File: config.mk
export PLATFORM = sky130hd
export DESIGN_NAME = fir_band_scheduler
export DESIGN_NICKNAME = d
export VERILOG_FILES = /design/src/rtl/fir_sched_pkg.sv /design/src/rtl/fir_band_capture.sv /design/src/rtl/fir_band_scheduler.sv
export SDC_FILE = /design/constraint.sdc
export NUM_CORES = 1
export LEC_CHECK = 0
export CORE_UTILIZATION = 30
export CTS_BUF_LIST = sky130_fd_sc_hd__clkbuf_8
export DETAILED_ROUTE_END_ITERATION = 7
export MAX_ROUTING_LAYER = met4
export SYNTH_ARGS = -nofsm -noshare
export SYNTH_HDL_FRONTEND = slang
export SYNTH_HIERARCHICAL = 1
export SYNTH_SLANG_ARGS = --single-unit
export TNS_END_PERCENT = 10
File: constraint.sdc
create_clock -name clk_fast -period 6.4 [get_ports clk_fast]
set_clock_uncertainty 0.15 [all_clocks]
set_input_delay 0.64 -clock clk_fast [delete_from_list [all_inputs] [get_ports clk_fast]]
set_output_delay 0.64 -clock clk_fast [all_outputs]
set_load 0.05 [all_outputs]
File: src/rtl/fir_sched_pkg.sv
// Shared constants for the FIR band scheduler: default sizes, FSM state codes
// and the band slice helper used for packed per-band buses.

`ifndef FIR_BAND_SLICE
`define FIR_BAND_SLICE(vec, b, dw) vec[(b)*(dw) +: (dw)]
`endif

package fir_sched_pkg;

   localparam int NBANDS_D  = 4;
   localparam int DW_D      = 10;
   localparam int TIMEOUT_D = 255;
   localparam int TW_D      = 8;
   localparam int CLR_CYC_D = 2;

   localparam logic [2:0] IDLE   = 3'd0;
   localparam logic [2:0] LAUNCH = 3'd1;
   localparam logic [2:0] WAIT   = 3'd2;
   localparam logic [2:0] HOLD   = 3'd3;
   localparam logic [2:0] CLEAR  = 3'd4;

endpackage

File: src/rtl/fir_band_capture.sv
// Per-band result capture: edge-detects the band's result-available level and
// loads the result once per sample. A repeat edge never overwrites the first result.

module fir_band_capture
   import fir_sched_pkg::*;
#(
   parameter int DW = DW_D
) (
   input  logic          clk_fast,
   input  logic          rst_n,
   input  logic          avl,
   input  logic [DW-1:0] dout,
   input  logic          arm,
   input  logic          clr,
   output logic          done,
   output logic          hit,
   output logic [DW-1:0] res
);

   logic          avl_q;
   logic          done_q;
   logic [DW-1:0] res_q;

   // Edge only counts while the band is armed and has not yet delivered.
   assign hit  = arm & avl & ~avl_q & ~done_q;
   assign done = done_q;
   assign res  = res_q;

   // Track the previous level continuously so edges outside WAIT are consumed.
   always_ff @(posedge clk_fast or negedge rst_n) begin
      if (!rst_n) avl_q <= 1'b0;
      else        avl_q <= avl;
   end

   // Load-once result register with its done flag.
   always_ff @(posedge clk_fast or negedge rst_n) begin
      if (!rst_n) begin
         done_q <= 1'b0;
         res_q  <= '0;
      end else if (clr) begin
         done_q <= 1'b0;
         res_q  <= '0;
      end else if (hit) begin
         done_q <= 1'b1;
         res_q  <= dout;
      end
   end

endmodule

File: src/rtl/fir_band_scheduler.sv
// Sequences NBANDS FIR band filters for one sample at a time: accept, broadcast,
// pulse enables, collect results with a watchdog, and hand the result word on.
//
//  state  | meaning
//  IDLE   | ready for a sample; services pending flush first
//  LAUNCH | one-cycle band_en pulse, clears per-sample state
//  WAIT   | collecting band results, watchdog running
//  HOLD   | result word presented until out_ready
//  CLEAR  | band_clr asserted for CLR_CYC cycles

module fir_band_scheduler
   import fir_sched_pkg::*;
#(
   parameter int NBANDS  = NBANDS_D,
   parameter int DW      = DW_D,
   parameter int TIMEOUT = TIMEOUT_D,
   parameter int TW      = TW_D,
   parameter int CLR_CYC = CLR_CYC_D
) (
   input  logic                 clk_fast,
   input  logic                 rst_n,
   input  logic                 in_valid,
   input  logic [DW-1:0]        in_data,
   output logic                 in_ready,
   input  logic [NBANDS-1:0]    band_mask,
   input  logic                 flush,
   output logic [DW-1:0]        band_din,
   output logic [NBANDS-1:0]    band_en,
   output logic                 band_clr,
   input  logic [NBANDS-1:0]    band_avl,
   input  logic [NBANDS*DW-1:0] band_dout,
   output logic                 out_valid,
   output logic [NBANDS*DW-1:0] out_data,
   input  logic                 out_ready,
   output logic [NBANDS-1:0]    out_err,
   output logic                 busy,
   output logic [15:0]          sample_cnt
);

   localparam int CW = (CLR_CYC > 1) ? $clog2(CLR_CYC) : 1;

   logic [2:0]           state, state_nx;
   logic [NBANDS-1:0]    mask_q, err_q, done_v, hit_v;
   logic [TW-1:0]        timer;
   logic [CW-1:0]        clr_cnt;
   logic                 flush_pend, accept, all_done, tmo, cap_clr;
   logic [NBANDS*DW-1:0] res_v;

   assign accept   = (state == IDLE) & in_valid & in_ready;
   assign all_done = &(done_v | hit_v | ~mask_q);
   assign tmo      = (timer == '0);
   assign cap_clr  = accept | (state == LAUNCH) | (state == CLEAR);

   for (genvar b = 0; b < NBANDS; b++) begin : g_band
      fir_band_capture #(.DW(DW)) u_cap (
         .clk_fast (clk_fast),
         .rst_n    (rst_n),
         .avl      (band_avl[b]),
         .dout     (`FIR_BAND_SLICE(band_dout, b, DW)),
         .arm      ((state == WAIT) & mask_q[b]),
         .clr      (cap_clr),
         .done     (done_v[b]),
         .hit      (hit_v[b]),
         .res      (`FIR_BAND_SLICE(res_v, b, DW))
      );
   end

   // State register.
   always_ff @(posedge clk_fast or negedge rst_n) begin
      if (!rst_n) state <= IDLE;
      else        state <= state_nx;
   end

   // Next-state decode; flush beats a simultaneous sample, completion beats timeout.
   always_comb begin
      state_nx = state;
      case (state)
         IDLE:    if (flush | flush_pend)  state_nx = CLEAR;
                  else if (accept)         state_nx = (band_mask == '0) ? HOLD : LAUNCH;
         LAUNCH:  state_nx = WAIT;
         WAIT:    if (all_done | tmo)      state_nx = HOLD;
         HOLD:    if (out_ready)           state_nx = IDLE;
         CLEAR:   if (clr_cnt == '0)       state_nx = IDLE;
         default: state_nx = IDLE;
      endcase
   end

   // Outputs decoded straight from state so reset drops them immediately.
   always_comb begin
      in_ready  = (state == IDLE) & ~flush & ~flush_pend;
      band_en   = (state == LAUNCH) ? mask_q : '0;
      band_clr  = (state == CLEAR);
      out_valid = (state == HOLD);
      busy      = (state != IDLE);
      out_data  = res_v;
      out_err   = err_q;
   end

   // Sample and mask captured at accept.
   always_ff @(posedge clk_fast or negedge rst_n) begin
      if (!rst_n) begin
         band_din <= '0;
         mask_q   <= '0;
      end else if (accept) begin
         band_din <= in_data;
         mask_q   <= band_mask;
      end
   end

   // Watchdog down-counter; reaching zero marks the last allowed WAIT cycle.
   always_ff @(posedge clk_fast or negedge rst_n) begin
      if (!rst_n)                      timer <= '0;
      else if (state == LAUNCH)        timer <= TW'(TIMEOUT - 1);
      else if (state == WAIT && !tmo)  timer <= timer - 1'b1;
   end

   // Missing-band flags, latched only when the watchdog expires first.
   always_ff @(posedge clk_fast or negedge rst_n) begin
      if (!rst_n)                                  err_q <= '0;
      else if (accept)                             err_q <= '0;
      else if (state == WAIT && tmo && !all_done)  err_q <= mask_q & ~(done_v | hit_v);
   end

   // Flush arriving mid-sample is remembered until the next IDLE.
   always_ff @(posedge clk_fast or negedge rst_n) begin
      if (!rst_n)                        flush_pend <= 1'b0;
      else if (state == CLEAR)           flush_pend <= 1'b0;
      else if (flush && state != IDLE)   flush_pend <= 1'b1;
   end

   // Clear-duration down-counter, preloaded whenever not clearing.
   always_ff @(posedge clk_fast or negedge rst_n) begin
      if (!rst_n)                 clr_cnt <= CW'(CLR_CYC - 1);
      else if (state != CLEAR)    clr_cnt <= CW'(CLR_CYC - 1);
      else if (clr_cnt != '0)     clr_cnt <= clr_cnt - 1'b1;
   end

   // Delivered-sample counter, wraps naturally.
   always_ff @(posedge clk_fast or negedge rst_n) begin
      if (!rst_n)                         sample_cnt <= '0;
      else if (state == HOLD && out_ready) sample_cnt <= sample_cnt + 16'd1;
   end

endmodule

Yosys cells after proc, flatten, opt, wreduce, memory -nomap -nowiden
Cells that the tools add are included. W data, S select, Z words.

$add $sub $neg: 3. Equal/unequal tests: 9. Multiplexer cells: 32. Bitwise operators: 39. Reduce and logical (&&, ||, !) cells: 20.

Operators with widths (number): $mux W10 (8); $and A1 B1 Y1 (20); $add A16 B1 Y16 const B (1); $mux W8 (2); $mux W3 (5); $pmux W3 S5 (1); $reduce_bool A2 Y1 (7); $mux W1 (12); $mux W4 (3); $not A1 Y1 (10); $logic_not A8 Y1 (1); $not A4 Y4 (2); $or A4 B4 Y4 (2); $reduce_and A4 Y1 (2); $sub A8 B1 Y8 const B (1); $eq A3 B2 Y1 const B (2); $logic_and A1 B1 Y1 (5); $and A4 B4 Y4 (1); $logic_not A4 Y1 (1); $ne A2 B1 Y1 const B (2); $or A1 B1 Y1 (4); $eq A3 B1 Y1 const B (1); $eq A3 B3 Y1 const B (1); $logic_not A3 Y1 (1); other kinds (7) (8).

Flip-flop bits (word level): 95. Input port bits: 63. Output and inout bits: 78.

Longest topological paths before layout
Gate-level depths: netlist (run 1).

Word-level depth: 12. Mapped depth: 9. Gate-level depth less buffers: 7.

Modules after synthesis
The synthesis (run 1) kept the hierarchy.

By module, submodules not included: fir_band_capture (instances 4, cells each 49, area each 585.6 um^2, seq. area each 300.3 um^2); fir_band_scheduler (instances 1, cells each 201, area each 2270.9 um^2, seq. area each 1177.4 um^2).

Least setup slack after synthesis (run 1)
No wires, ideal clock.

Path kind: flip-flop to flip-flop. Start point: register state[1]. End point: register g_band[0].u_cap.res_q[0]. Library setup time: 123 ps. Data arrival time: 2360 ps. Setup slack: 3767 ps. Cell stages (with the launch flop): 9. Buffers on the path: 2. Cell sequence: dfrtp_1 or3_4 nor3_4 nand2_4 buf_6 nand3_1 clkbuf_1 nand2b_1 mux2i_1.

Longest elaborated chain between the ends: 7. Elaborated cells between the ends (all ways): 16. Those cells by class: eq/ne (3); mux (1); bitwise (10); reduce/logical (2).

Ends and longest elaborated chain: start: declaration (line fir_band_scheduler.sv:42) `logic [2:0] state, state_nx;`; start signal: assignment (line fir_band_scheduler.sv:71) `else state <= state_nx;`; $logic_not A3 Y1 * (line fir_band_scheduler.sv:90) `in_ready = (state == IDLE) & ~flush & ~flush_pend;`; $and A1 B1 Y1 * (2 in a row) (line fir_band_scheduler.sv:90); net in_ready (line fir_band_scheduler.sv:24) `output logic in_ready,`; $and A1 B1 Y1 * (line fir_band_scheduler.sv:49) `assign accept = (state == IDLE) & in_valid & in_ready;`; $or A1 B1 Y1 * (2 in a row) (line fir_band_scheduler.sv:52) `assign cap_clr = accept | (state == LAUNCH) | (state == CLEAR);`; net cap_clr (line fir_band_scheduler.sv:46) `logic flush_pend, accept, all_done, tmo, cap_clr;`; $mux W10 / $reduce_bool A2 Y1 (equally long branches); end signal: assignment (line fir_band_capture.sv:45) `res_q <= dout;`; end: declaration (line fir_band_capture.sv:22) `logic [DW-1:0] res_q;`.

The timed path passes the listed nets; every way through them passes the cells marked *. A chain may end at the register's enable or synchronous reset.

Worst setup path after layout (run 1)
Start point: register state[0]. End point: output port band_en[3].

Longest elaborated chain between the ends: 2.

Ends and longest elaborated chain: $eq A3 B1 Y1 (line fir_band_scheduler.sv:91) `band_en = (state == LAUNCH) ? mask_q : '0;`; $mux W4 (line fir_band_scheduler.sv:91); end: declaration (line fir_band_scheduler.sv:28) `output logic [NBANDS-1:0] band_en,`.

No other way between the ends.

==> results of run 1 <==
## cells in the mapped netlist (5+ instances only)
cell type | instances | share of area, %
inv_1 | 7 | 0.57
and2_1 | 9 | 1.2
xnor2_1 | 15 | 2.8
nand2b_1 | 81 | 11
nand2_1 | 17 | 1.4
mux2_2 | 9 | 2.2
a21oi_1 | 8 | 0.87
clkbuf_1 | 12 | 0.98
nor2_1 | 10 | 0.81
dfrtp_1 | 94 | 51
mux2i_1 | 40 | 8.7
nor3b_1 | 6 | 0.98
mux2_4 | 5 | 1.6
and3_1 | 5 | 0.68
o21ai_0 | 11 | 1.2
nand3_1 | 9 | 0.98
## worst reg2reg max path: stages (launching register included)
cell and delay, ns:
dfrtp_1 0.54, nor3b_2 0.59, and2_1 0.25, and4bb_4 0.40, nor3b_1 0.12, nor4_1 0.66
o21ai_0 0.20, a21boi_0 0.19
## power groups by stage
| stage | clock network [mW] | logic [mW] | registers [mW] |
|---|---|---|---|
| 2_1_floorplan | 0 | 0.553 | 0.955 |
| 3_3_place_gp | 0 | 0.971 | 0.805 |
| 3_5_place_dp | 0 | 0.994 | 0.809 |
| 4_1_cts | 0.414 | 0.995 | 0.799 |
| 5_1_grt | 0.436 | 1.06 | 0.814 |
| 6_report | 0.393 | 0.980 | 0.797 |
## flip-flops by register name, summed over array words and instances, names as in the netlist
register,flops
g_band.u_cap/done,4
band_din,10
sample_cnt,16
g_band.u_cap/avl_q,4
state,3
out_err,4
g_band.u_cap/res,40
timer,8
clr_cnt,1
mask_q,4
flush_pend,1
## cells by family after synthesis
kind of cell    count (synthesis)  synth area share (%)
buf+inv                        26                  3.74
flops                          95                  51.6
fa+ha+maj                       3                 0.814
simple gates                  170                  23.8
xor+xnor                       19                  3.61
mux                            54                  12.5
compound gates                 30                  4.01
## area by class of cell
type,count,area share [%]
sequential,95,37.8
multi-input combinational,276,32.8
timing repair buffer,141,22.3
tap,184,3.66
clock buffer,9,1.97
clock inverter,6,0.994
inverter,7,0.417
## layer usage
| metal | vias to the layer above | GRT usage, % | routed length [um] |
|---|---|---|---|
| met5 | - | - | 0 |
| met4 | 0 | 5.95 | 181 |
| met3 | 17 | 4.21 | 634 |
| met2 | 89 | 22.0 | 4980 |
| met1 | 1591 | 18.5 | 5080 |
| li1 | 1611 | - | - |
## how the worst max path moves through the flow
stage	startpoint	endpoint	depth (start not counted)
after floorplan	state[1]	g_band[0].u_cap/res[0]	8
after global placement	flush	g_band[3].u_cap/res[4]	6
after detailed placement	flush	g_band[3].u_cap/res[9]	6
after CTS	state[0]	band_en[1]	3
after global routing	state[0]	band_en[1]	3
final	state[0]	band_en[3]	3
==> summary.txt, run 1 <==
number of flops mapped to enable cells by yosys - 0
Core Util, Final - 42.7%
commonest non-fill, non-tap cells in the layout - 139 x clkdlybuf4s50_1, 94 x dfrtp_1, 81 x nand2b_1
Row Count - 44
Vias/cell - 4.61
TritonCTS Buffers - 9
count of final setup violators - 0
Final ANT Viol Nets - 0
iteration count of the initial detailed-routing pass - 4
I/O Buffers - 140
Final #Nets - 596
largest stage delay on the critical path - 0.85 ns
antenna violations before repair - 0
worst vdd ir - 0.000151 V
sw frac - 39.2%
Psw - 851 uW
Max Fclk - 0.292 GHz
dpl ws - 2.96 ns
CP bufs+invs - 1
post-CTS setup buffer count - 0
I/O Pins - 141
PostCTS Resize Cnt - 0
largest net degree at the start of global routing - 85
FF-to-FF Start - state[1]
final hold violation count - 0
worst-path cell chain - nor3b_1 -> and2_1 -> clkdlybuf4s50_1
number of diodes - 0
crit path max fanout - 12
flop-to-flop setup slack - 3.23 ns
clk buf depth - 2
fin crit share - 53.5%
Worst-path clk slew - 0.09 ns
Cell Count, Final, Fillers Out - 718
ys flop type - dfrtp_1
placed cell area - 0.00611 mm2
min Tclk post-route - 3.42 ns
gr ovfl total - 0
Hold/Removal Path Class - in2async
share of cells above drive strength 1 - 8.80%
reg2reg end - out_err[1]
Seq pwr share - 36.7%
number of global-route vias before repair - 3,409
placed cells - 703
PwrDens - 345 mW/mm2
Post-Route WL - 10.9 mm
Starting Density - 31.3%
dpl hpwl - 7.68 mm
die height - 126 um
clk sinks - 95
CP endpoint kind - output pin
slew at the pin closest to its max-slew limit - 1.15 ns
setup ws final - 2.98 ns
max-slew violation count - 0
crit path launch type - register
Pwr Total - 2.17 mW
die area - 0.0159 mm2
Avg Synthesized Cell Area - 11.6 um2
Vias - 3,308
register area - 0.00238 mm2
Syn Nets - 463
first-pass GRT wire length - 17.5 mm
commonest non-fill, non-tap cell in the layout - clkdlybuf4s50_1
Placer Congestion - 0.792
area occupied by multi-input gates - 0.00207 mm2
Arr. time, crit path - 2.63 ns
Max Cap Violations - 0
Area Overhead vs Synth - 36.5%
RSZ-0062 raised after global routing - false
DRC violations left - 0
post-synthesis async set-or-reset flop share - 100%
register area share after synthesis - 51.6%
Yosys cell types - 45
status - finished clean
root buffer cell - clkbuf_8
Comb power frac - 45.2%
slowest CP cell - clkdlybuf4s50_1
Skew-Pair Late Insertion Delay - 0.37 ns
Req. time, crit path - 5.61 ns
H-tree depth - 3
Power Internal - 1.32 mW
FF+latch count, synth - 95
Fillers - 1,419
Top Family by Delay on Critical Path - simple AND/OR/NAND/NOR gates
Setup CP Type - reg2out
Rel. slew slack - 23.0%
Static Leak - 2.51 nW
DRT iter0 DRCs - 138
Clk pwr share - 18.1%
mapped cell area - 0.00461 mm2
Die Width - 126 um
# hold bufs at CTS - 0
Synth Warn # - 6
core area - 0.0148 mm2
gr usage total - 14.6%
Register-to-Register Path Depth - 7
drt wl/cell - 15.2 um
setup TNS - 0 ns
worst hold margin - 0.0809 ns
CTS tree - built
Synth Instances - 397
Design Area, Final - 0.00629 mm2
(Power assumes the default switching activity.)
==> run 2: changes to the inputs <==
==> constraint.sdc (replaced) <==
create_clock -name clk_fast -period 3.1 [get_ports clk_fast]
set_clock_uncertainty 0.15 [all_clocks]
set_input_delay 0.31 -clock clk_fast [delete_from_list [all_inputs] [get_ports clk_fast]]
set_output_delay 0.31 -clock clk_fast [all_outputs]
set_load 0.05 [all_outputs]
==> run 2 against run 1 <==
Against the previous run:
- count of clock-buffer cells in the layout unchanged
- via count increased by 1.6%
- critical path depth unchanged
- flip-flop and latch count unchanged
- first-iteration DRC count increased by 9.4%
- clock power increased by 120%
- sequential share of layout area decreased by 0.58 points
- global-route usage decreased by 0.10 points
- largest power group unchanged
==> summary.txt, run 2 (synthesis results as in run 1) <==
FF-to-FF Start - state[1]
Area Overhead vs Synth - 38.6%
Max Cap Violations - 0 (unchanged)
Vias/cell - 4.64 (+0.62%)
clk sinks - 95 (unchanged)
Hold Path Depth - 1
H-tree depth - 3 (unchanged)
drt wl/cell - 14.9 um (-1.7%)
Max Fclk - 0.344 GHz
fin crit share - 93.8%
Final ANT Viol Nets - 0 (unchanged)
commonest non-fill, non-tap cells in the layout - 139 x clkdlybuf4s50_1, 94 x dfrtp_1, 81 x nand2b_1
setup ws final - 0.191 ns (-2.78 ns)
Vias - 3,361 (+1.6%)
Power Internal - 2.83 mW (+110%)
Design Area, Final - 0.00639 mm2 (+1.6%)
Fillers - 1,408 (-0.78%)
Static Leak - 2.58 nW (+2.7%)
worst-path cell chain - or3_4 -> nor3_4 -> clkdlybuf4s50_1
CTS tree - built
Worst Hold Launch - band_avl[0]
share of cells above drive strength 1 - 9.06% (+0.26 points)
post-CTS setup buffer count - 0 (unchanged)
I/O Buffers - 140 (unchanged)
DRT iter0 DRCs - 151 (+9.4%)
iteration count of the initial detailed-routing pass - 4 (unchanged)
die area - 0.0159 mm2 (unchanged)
crit path max fanout - 13 (+1)
core area - 0.0148 mm2 (unchanged)
largest stage delay on the critical path - 0.86 ns (about the same)
RSZ-0062 raised after global routing - false
Post-Route WL - 10.8 mm (-0.75%)
status - finished clean
worst vdd ir - 0.000258 V (+71%)
dpl hpwl - 7.54 mm (-1.8%)
Worst-path clk slew - 0.08 ns (about the same)
Req. time, crit path - 2.64 ns (-2.97 ns)
Row Count - 44 (unchanged)
number of diodes - 0 (unchanged)
Final #Nets - 602 (+1.0%)
commonest non-fill, non-tap cell in the layout - clkdlybuf4s50_1
Comb power frac - 45.0% (-0.2 points)
die height - 126 um (unchanged)
Setup CP Type - reg2out
Psw - 1.76 mW (+110%)
largest net degree at the start of global routing - 96 (+13%)
max-slew violation count - 0 (unchanged)
flop-to-flop setup slack - 0.30 ns (-2.93 ns)
Seq pwr share - 35.9% (-0.8 points)
count of final setup violators - 0 (unchanged)
Clk pwr share - 19.1% (+1.0 points)
CP startpoint - state[1]
gr usage total - 14.5% (-0.10 points)
sw frac - 38.3% (-0.89 points)
Arr. time, crit path - 2.45 ns (-0.18 ns)
crit path launch type - register
reg2reg end - out_err[1]
TritonCTS Buffers - 9 (unchanged)
Starting Density - 31.3% (unchanged)
Hold/Removal Path Class - in2reg
number of global-route vias before repair - 3,449 (+1.2%)
clk buf depth - 2 (unchanged)
antenna violations before repair - 0 (unchanged)
gr ovfl total - 0 (unchanged)
Placer Congestion - 0.718 (-9.3%)
dpl ws - 0.250 ns (-2.71 ns)
CP endpoint kind - output pin
Die Width - 126 um (unchanged)
Register-to-Register Path Depth - 7 (unchanged)
Skew-Pair Late Insertion Delay - 0.37 ns (about the same)
setup TNS - 0 ns (unchanged)
placed cell area - 0.00617 mm2 (+1.0%)
final hold violation count - 0 (unchanged)
Rel. slew slack - 55.5% (+32 points)
slew at the pin closest to its max-slew limit - 0.662 ns (-0.493 ns)
min Tclk post-route - 2.91 ns
slowest CP cell - clkdlybuf4s50_1
max reg flops - 40 (unchanged)
I/O Pins - 141 (unchanged)
worst hold margin - 0.291 ns (+0.210 ns)
Hold EP - g_band[0].u_cap/avl_q
root buffer cell - clkbuf_8
DRC violations left - 0 (unchanged)
first-pass GRT wire length - 17.5 mm (+0.11%)
PwrDens - 718 mW/mm2 (+110%)
==> run 2: metal layers <==
layer / track usage, % / wire length (um)
met5: - / 0
met4: 5.10 / 140
met3: 4.12 / 557
met2: 22.2 / 5120
met1: 18.4 / 4980
==> run 2: layout make-up <==
| cell class | instances | area [um2] | share of cell area (%) |
|---|---|---|---|
| Multi-Input combinational cell | 276 | 2070 | 32.4 |
| Timing Repair Buffer | 147 | 1480 | 23.1 |
| Tap cell | 184 | 230 | 3.60 |
| Inverter | 7 | 26.3 | 0.411 |
| Clock inverter | 7 | 82.6 | 1.29 |
| Clock buffer | 9 | 124 | 1.94 |
| Sequential cell | 95 | 2380 | 37.2 |
==> run 2: critical path, delay by kind of cell (launching register included) <==
kind	cells	cell delay [ns]
buf+inv	1	0.86
simple gates	2	0.71
flops	1	0.51
==> run 2: worst max path at each step <==
stage	to
floorplan	g_band[0].u_cap/res[0]
global placement	out_err[0]
detailed placement	out_err[1]
CTS	in_ready
global route	out_err[1]
finish	in_ready
==> run 2: power by group through the flow <==
stage / clock network [mW] / logic [mW] / registers (mW)
2_1_floorplan: 0 / 1.14 / 1.97
3_3_place_gp: 0 / 2.06 / 1.65
3_5_place_dp: 0 / 2.09 / 1.67
4_1_cts: 0.929 / 2.10 / 1.65
5_1_grt: 0.976 / 2.22 / 1.69
6_report: 0.877 / 2.07 / 1.65
==> run 2: repair_timing <==
item                                    4_1_cts  5_1_grt
hold buffers                                  1        0
endpoints found under the setup margin        0        5
resized for setup                             0        1
hold endpoints to repair                     94        0
==> run 2: through the flow <==
stage / instances / utilization, % / power, mW
floorplan: 397 / - / 3.11
global placement: 708 / 41.8 / 3.71
detailed placement: 708 / 41.8 / 3.76
CTS: 725 / 43.3 / 4.67
global route: 725 / 43.3 / 4.88
finish: 725 / 43.3 / 4.59
==> run 3: changes to the inputs <==
--- a/config.mk
+++ b/config.mk
@@ -5,7 +5,7 @@
 export SDC_FILE = /design/constraint.sdc
 export NUM_CORES = 1
 export LEC_CHECK = 0
-export CORE_UTILIZATION = 30
+export CORE_UTILIZATION = 25
 export CTS_BUF_LIST = sky130_fd_sc_hd__clkbuf_8
 export DETAILED_ROUTE_END_ITERATION = 7
 export MAX_ROUTING_LAYER = met4
==> constraint.sdc (replaced) <==
create_clock -name clk_fast -period 3.1 [get_ports clk_fast]
set_clock_uncertainty 0.15 [all_clocks]
set_input_delay 0.31 -clock clk_fast [delete_from_list [all_inputs] [get_ports clk_fast]]
set_output_delay 0.31 -clock clk_fast [all_outputs]
set_load 0.02 [all_outputs]
==> run 3 against run 2 <==
Against the previous run:
- power fell by 7.4%
- combinational power shrank 14%
- non-clock buffer count unchanged
- sequential power is essentially flat
- sequential share of layout area down 0.31 points
- maximum frequency increased by 7.7%
- setup slack gained 0.21 ns
- hold slack better by 0.0060 ns
- register-to-register slack improved by 0.13 ns
- core utilization is 7.6 points lower
- final cell count increased by 6.2%
- die area up 20%
- highest routed layer unchanged
==> summary.txt, run 3 (synthesis results as in run 1) <==
setup TNS - 0 ns (unchanged)
DRC violations left - 0 (unchanged)
share of cells above drive strength 1 - 9.98% (+0.92 points)
Placer Congestion - 0.776 (+8.0%)
Max Fclk - 0.370 GHz (+7.7%)
status - finished clean
slowest CP cell - clkdlybuf4s50_1
CP bufs+invs - 1 (unchanged)
commonest non-fill, non-tap cell in the layout - clkdlybuf4s50_1
crit path max fanout - 13 (unchanged)
CP endpoint kind - output pin
min Tclk post-route - 2.70 ns (-0.208 ns)
Final ANT Viol Nets - 0 (unchanged)
setup ws final - 0.400 ns (+0.208 ns)
Worst-path clk slew - 0.10 ns (+0.02 ns)
antenna violations before repair - 0 (unchanged)
largest stage delay on the critical path - 0.68 ns (-0.18 ns)
post-CTS setup buffer count - 0 (unchanged)
Final #Nets - 602 (unchanged)
Area Overhead vs Synth - 39.8%
worst vdd ir - 0.000334 V (+29%)
crit path launch type - register
die area - 0.0190 mm2 (+20%)
fin crit share - 87.1% (-6.7 points)
count of final setup violators - 0 (unchanged)
Post-Route WL - 11.3 mm (+4.2%)
Rel. slew slack - 48.0% (-7.5 points)
Hold/Removal Path Class - in2reg
Core Util, Final - 35.8% (-7.6 points)
RSZ-0062 raised after global routing - false
commonest non-fill, non-tap cells in the layout - 139 x clkdlybuf4s50_1, 94 x dfrtp_1, 81 x nand2b_1
worst hold margin - 0.297 ns (+0.00599 ns)
I/O Buffers - 140 (unchanged)
die height - 138 um (+9.4%)
DRT iter0 DRCs - 154 (+2.0%)
clk sinks - 95 (unchanged)
Pwr Total - 4.25 mW (-7.4%)
final hold violation count - 0 (unchanged)
root buffer cell - clkbuf_8
Die Width - 138 um (+9.4%)
iteration count of the initial detailed-routing pass - 4 (unchanged)
largest net degree at the start of global routing - 64 (-33%)
Vias - 3,389 (+0.83%)
PwrDens - 659 mW/mm2 (-8.2%)
Arr. time, crit path - 2.24 ns (-0.21 ns)
I/O Pins - 141 (unchanged)
max reg flops - 40 (unchanged)
drt wl/cell - 14.6 um (-1.9%)
slew at the pin closest to its max-slew limit - 0.780 ns (+0.118 ns)
Top Family by Delay on Critical Path - buffers and inverters
Static Leak - 2.55 nW (-1.0%)
dpl ws - 0.204 ns (-0.0465 ns)
first-pass GRT wire length - 17.7 mm (+1.0%)
dpl hpwl - 8.15 mm (+8.1%)
Vias/cell - 4.40 (-5.1%)
placed cell area - 0.00623 mm2 (+0.91%)
number of global-route vias before repair - 3,422 (-0.78%)
TritonCTS Buffers - 9 (unchanged)
number of diodes - 0 (unchanged)
clk buf depth - 2 (unchanged)
Cell Count, Final, Fillers Out - 770 (+6.2%)
max-slew violation count - 0 (unchanged)
H-tree depth - 3 (unchanged)
Req. time, crit path - 2.64 ns (about the same)
Max Cap Violations - 0 (unchanged)
Row Count - 49 (+11%)
gr ovfl total - 0 (unchanged)
CTS tree - built
core area - 0.0180 mm2 (+22%)
Skew-Pair Late Insertion Delay - 0.38 ns (about the same)
Starting Density - 25.6% (-5.7 points)
Setup CP Type - reg2out
placed cells - 753 (+6.4%)
Design Area, Final - 0.00645 mm2 (+0.84%)
gr usage total - 12.6% (-1.9 points)
worst-path cell chain - or3_4 -> nor3_4 -> clkdlybuf4s50_1
## run 3: changes by cell type in the layout (fill, tap and decap cells not counted), sizes merged
cell / delta
clkinv: +2
clkinvlp: +3
bufinv: -1
inv: -4
## run 3: worst paths after layout
kind	depth (start not counted)	slack (ns)	start	to
worst max-delay path	3	0.40	state[1]	in_ready
worst min-delay path	1	0.30	band_avl[2]	g_band[2].u_cap/avl_q
worst max register to register	7	0.43	state[1]	out_err[3]
worst min register to register	1	0.33	sample_cnt[15]	sample_cnt[15]
max in group asynchronous	3	1.71	rst_n	g_band[2].u_cap/res[4]
min in group asynchronous	2	0.41	rst_n	state[2]
## run 3: area by class of cell
cell class / count / area (um2)
Clock inverter: 7 / 73.8
Sequential cell: 95 / 2380
Tap cell: 229 / 287
Timing Repair Buffer: 147 / 1480
Fill cell: 1812 / 11600
Multi-Input combinational cell: 276 / 2080
Clock buffer: 9 / 124
Inverter: 7 / 26.3
## run 3: repair_timing
action | CTS | global route
hold buffers | 1 | 0
endpoints found under the setup margin | 0 | 5
gates resized for setup | 0 | 2
hold endpoints to repair | 56 | 0
## run 3: per-layer routing
layer  routed length (um)  track usage (%)  up-vias  part of all wire [%]
met5                    0                -        -                     0
met1                 4880             14.7     1662                    43
met2                 5650             20.8       90                    50
met3                  611             4.08        9                   5.4
li1                     -                -     1628                     -
met4                  108             3.38        0                  0.96
## run 3: where the power goes
| part | switching [mW] | leakage, nW | internal (mW) |
|---|---|---|---|
| Sequential | 0.196 | 1.25 | 1.45 |
| Clock | 0.468 | 0.0875 | 0.372 |
| Combinational | 0.819 | 1.22 | 0.949 |
